`config.mk`:
```
export PLATFORM = sky130hd
export DESIGN_NAME = sha256_digest_tx
export DESIGN_NICKNAME = d
export VERILOG_FILES = /design/src/rtl/sha256_digest_tx.sv
export SDC_FILE = /design/constraint.sdc
export NUM_CORES = 1
export LEC_CHECK = 0
export CORE_MARGIN = 2
export CORE_UTILIZATION = 45
export DETAILED_ROUTE_END_ITERATION = 12
export PLACE_DENSITY = 0.83
export SETUP_SLACK_MARGIN = 0.05
export SYNTH_ARGS = -nofsm -noshare
export SYNTH_HDL_FRONTEND = slang
export SYNTH_SLANG_ARGS = --single-unit
export TNS_END_PERCENT = 50
```
`constraint.sdc`:
```
create_clock -name clk -period 1.45 [get_ports clk]
set_input_delay 0.435 -clock clk [delete_from_list [all_inputs] [get_ports clk]]
set_output_delay 0.435 -clock clk [all_outputs]
set_load 0.02 [all_outputs]
```
`src/rtl/sha256_digest_tx.sv`:
```
`timescale 1ns/1ps
// Captures a SHA-256 digest on the rising edge of the core's ready flag and streams it MSB-first
// over a valid/ready byte handshake. Define DIGEST_TX_HEX_EN to send lowercase ASCII hex instead of raw bytes.
module sha256_digest_tx #(
  parameter int DIGEST_W = 256
) (
  input  logic                clk,
  input  logic                rst,
  input  logic [DIGEST_W-1:0] digest_i,
  input  logic                digest_vld_i,
  output logic [7:0]          tx_data_o,
  output logic                tx_valid_o,
  input  logic                tx_ready_i,
  output logic                busy_o,
  output logic                done_o,
  output logic [6:0]          unit_cnt_o
);

`ifdef DIGEST_TX_HEX_EN
  localparam int UNIT_W = 4;
`else
  localparam int UNIT_W = 8;
`endif
  localparam int         N_UNITS = DIGEST_W / UNIT_W;
  localparam logic [6:0] LAST    = 7'(N_UNITS - 1);

  typedef enum logic [1:0] {IDLE, SEND, DONE} state_t;

  state_t              state_q, state_d;
  logic                vld_q;
  logic                rise;
  logic                accept;
  logic [DIGEST_W-1:0] shreg;
  logic [6:0]          cnt;

  assign rise       = digest_vld_i & ~vld_q;
  assign tx_valid_o = (state_q == SEND);
  assign accept     = tx_valid_o & tx_ready_i;
  assign busy_o     = (state_q != IDLE);
  assign done_o     = (state_q == DONE);
  assign unit_cnt_o = cnt;

  always_ff @(posedge clk or negedge rst) begin
    if (!rst) state_q <= IDLE;
    else      state_q <= state_d;
  end

  always_comb begin
    state_d = state_q;
    case (state_q)
      IDLE:    if (rise) state_d = SEND;
      SEND:    if (accept && cnt == LAST) state_d = DONE;
      DONE:    state_d = IDLE;
      default: state_d = IDLE;
    endcase
  end

  // Capture only from IDLE so a rise mid-transfer cannot disturb the stream in flight.
  always_ff @(posedge clk or negedge rst) begin
    if (!rst) begin
      vld_q <= 1'b0;
      shreg <= '0;
      cnt   <= 7'd0;
    end else begin
      vld_q <= digest_vld_i;
      if (state_q == IDLE && rise) begin
        shreg <= digest_i;
        cnt   <= 7'd0;
      end else if (accept) begin
        shreg <= shreg << UNIT_W;
        cnt   <= cnt + 7'd1;
      end
    end
  end

`ifdef DIGEST_TX_HEX_EN
  logic [3:0] nib;
  logic [7:0] ascii;
  assign nib = shreg[DIGEST_W-1 -: 4];

  always_comb begin
    ascii = 8'h00;
    if (nib < 4'd10) ascii = 8'h30 + {4'h0, nib};
    else             ascii = 8'h57 + {4'h0, nib};
  end

  assign tx_data_o = tx_valid_o ? ascii : 8'h00;
`else
  assign tx_data_o = tx_valid_o ? shreg[DIGEST_W-1 -: 8] : 8'h00;
`endif

endmodule
```
==> results of run 1 <==
per-layer routing:
| layer | track usage (%) | vias to the layer above | routed length [um] |
|---|---|---|---|
| met5 | 0 | - | 0 |
| met4 | 12.2 | 0 | 2580 |
| met3 | 7.70 | 173 | 3950 |
| met2 | 50.5 | 656 | 22900 |
| met1 | 36.7 | 5918 | 16900 |
| li1 | - | 5056 | - |
synthesized netlist by cell type, drive strengths merged (2+ instances only):
library cell / number / share of area (%)
a21oi: 6 / 0.25
o21ai: 9 / 0.38
nor2b: 2 / 0.11
mux2i: 3 / 0.25
nor3: 3 / 0.13
and3: 2 / 0.11
clkbuf: 13 / 0.41
nor2: 8 / 0.28
a22oi: 242 / 15
nand2: 244 / 7.8
nand4: 2 / 0.11
inv: 10 / 0.32
o22ai: 3 / 0.16
dfrtp: 266 / 56
buf: 99 / 5.7
a22o: 9 / 0.67
nand3: 237 / 10
and2: 8 / 0.42
cells by family (layout without fill, tap and decap cells):
logic type                 count (synthesis)  in the layout  share of synthesized area (%)
AOI/OAI and AO/OA                        273            273                           17.1
xor gates and xnor gates                   1              1                         0.0742
adders and majority gates                  1              1                          0.106
buffers and inverters                    122            524                           6.46
DFF                                      266            266                           56.4
muxes                                      3              3                          0.254
other                                      0              6                              0
and+or+nand+nor                          514            515                           19.6
sequential cells by signal, summed over array words and instances (netlist names):
name,cells
state_q,2
vld_q,1
shreg,256
unit_cnt_o,7
final timing paths:
check | startpoint | end | slack (ns)
worst min register to register | shreg[31]$_DFFE_PN0P_ | shreg[31]$_DFFE_PN0P_ | 0.50
worst max-delay path | state_q[0]$_DFFE_PN0P_ | shreg[133]$_DFFE_PN0P_ | -0.65
worst min-delay path | rst | shreg[79]$_DFFE_PN0P_ | 0.34
worst max register to register | state_q[0]$_DFFE_PN0P_ | shreg[133]$_DFFE_PN0P_ | -0.65
min in group clk | digest_i[42] | shreg[42]$_DFFE_PN0P_ | 0.49
max in group asynchronous | rst | shreg[63]$_DFFE_PN0P_ | 0.46
worst max-delay path, delay by kind of cell, from the launching register on:
family	cells	cell delay, ns
AOI/OAI and AO/OA	1	0.07
and+or+nand+nor	2	0.41
buffers and inverters	8	1.12
DFF	1	0.41
power by group through the flow:
stage | Sequential [W] | Clock (W) | Combinational [W]
floorplan | 0.0116 | 0 | 0.00471
global placement | 0.0120 | 0 | 0.00740
detailed placement | 0.0121 | 0 | 0.00770
CTS | 0.0122 | 0.00741 | 0.00906
global route | 0.0128 | 0.00777 | 0.0110
finish | 0.0127 | 0.00741 | 0.0102
stage by stage:
| stage | total power (W) | worst slack, ns | hold WS, ns | TNS [ns] |
|---|---|---|---|---|
| final | 0.0302 | -0.651 | 0.342 | -145.18 |
| after global routing | 0.0316 | -0.691 | 0.350 | -154.59 |
| after detailed placement | 0.0198 | -0.736 | 0.302 | -176.09 |
| after floorplan | 0.0163 | -0.129 | 0.139 | -22.40 |
| after global placement | 0.0194 | -0.690 | 0.302 | -165.89 |
| after CTS | 0.0287 | -0.548 | 0.324 | -127.27 |
what timing repair did:
action	in CTS	in global routing
hold endpoints to repair	12	0
pin swaps	74	139
hold buffers	1	0
gates cloned	25	13
gates resized for setup	266	166
buffers inserted	36	10
endpoints found under the setup margin	283	283
layout make-up:
| type | instances | area [um^2] |
|---|---|---|
| inverters | 10 | 37.5 |
| multi-input cells | 793 | 5800 |
| flip-flops and latches | 266 | 6660 |
| clock inverters | 8 | 78.8 |
| fillers | 1568 | 6530 |
| clock buffers | 45 | 866 |
| well taps | 335 | 419 |
| repair buffers | 461 | 5510 |
| diodes | 6 | 15.0 |
==> metrics.txt, run 1 <==
Syn Area/Cell 10.0 um^2; slowest CP cell dfrtp_1; RSZ-0062 raised after global routing true; Req. time, crit path 1.92 ns; normalized max-slew margin 73.8%; Port Buf Inserts 277; Die Y-Extent 166 um; Power Internal 0.0197 W; Clock Sinks 266; Placed Instance Area 15700 um^2; power per cell area 1560 nW/um^2; Worst Path Arrival 2.57 ns; final slew viol count 0; Vias 11.8k; CTS Buf Count 29; Clk Tree Root Cell clkbuf_16; most frequent cells in the layout 265 x dfrtp_1, 258 x clkdlybuf4s50_1, 229 x nand2_1; fin area 19400 um^2; most common cell after layout, fill and taps aside dfrtp_1; Tcrit/Tclk final 145%; failing checks negative setup slack; CTS tree done; routed wire length 46.3 mm; register area share after synthesis 56.4%; grt ovf 0; WL/cell 24.1 um; Post-Place Cells 1784; largest net degree at the start of global routing 63; Util after Layout 74.8%; non-filler cells, final 1924; GPL Wtd Cong 0.843; Async SR Flop Fraction 100%; WS Path Type reg -> reg; YS warnings 0; most used cell along the critical path buf_6; number of global-route vias before repair 12.0k; Sequential Power Share 41.9%; final setup fails 282; worst setup margin -0.651 ns; worst skew pair latency 0.54 ns; peak supply drop 0.00146 V; first-pass GRT wire length 66.0 mm; Pleak 8.87 nW; critical path startpoint category register; outcome finished, violations left; Synth Register Bits 266; Pre-Repair DR Iteration Count 5; slowest stage delay, CP 0.41 ns; Layout area overhead 64.1%; clock tree buffer depth 3; All-Layer GR Usage 29.9%; DRC 0; critical path endpoint category register; Core Area 25900 um^2; Final ANT Viol Nets 0; hpwl dp 24.4 mm; main flop type after synthesis dfrtp_1; initial core utilization 45.6%; Gate power share 33.6%; worst hold path class in -> async; Worst Reg2Reg Path Length in Cells 11; CTS clk-pin slew, worst paths 0.07 ns; initial drt markers 1452; Netlist Area Pre-Place 11800 um^2; full die area 27600 um^2; post-synth cell types 36; H-tree Lvls 1; Final Hold Vio Count 0; minimum clock period 2.10 ns; Vias/cell 6.13; die extent in x 166 um; Post-synth EDFFs 0; Post-Syn Instances 1180; Worst Max-Slew Pin Slew 0.388 ns; Syn Nets 1441; Max-cap violations 0; switching power 0.0105 W; Clk pwr share 24.5%; crit-path cells buf_6 -> buf_6 -> buf_6 -> nor4b_4 -> buf_4 -> buf_8 -> buf_12 -> buf_12 -> clkbuf_16 -> a22oi_2 -> nand2_1; crit-path max FO 7; Sw Ratio 34.9%; Max Fclk 0.476 GHz; share of layout cells above drive strength 1 33.7%; # rows 59; # IOs 278; final setup skew 0.0142 ns; initial antenna violation count 7; final net count 1822
(Power assumes the default switching activity.)
==> run 2: changes to the inputs <==
--- a/config.mk
+++ b/config.mk
@@ -5,6 +5,7 @@
 export SDC_FILE = /design/constraint.sdc
 export NUM_CORES = 1
 export LEC_CHECK = 0
+export CAP_MARGIN = 20
 export CORE_MARGIN = 2
 export CORE_UTILIZATION = 45
 export DETAILED_ROUTE_END_ITERATION = 12
==> results of run 2 <==
No change in the layout: final DEF, timing and power equal those of run 1.
==> run 3: changes to the inputs <==
--- a/config.mk
+++ b/config.mk
@@ -5,12 +5,14 @@
 export SDC_FILE = /design/constraint.sdc
 export NUM_CORES = 1
 export LEC_CHECK = 0
+export ABC_AREA = 0
 export CAP_MARGIN = 20
 export CORE_MARGIN = 2
 export CORE_UTILIZATION = 45
 export DETAILED_ROUTE_END_ITERATION = 12
 export PLACE_DENSITY = 0.83
 export SETUP_SLACK_MARGIN = 0.05
+export SLEW_MARGIN = 0
 export SYNTH_ARGS = -nofsm -noshare
 export SYNTH_HDL_FRONTEND = slang
 export SYNTH_SLANG_ARGS = --single-unit
==> results of run 3 <==
No change in the layout: final DEF, timing and power equal those of run 1.
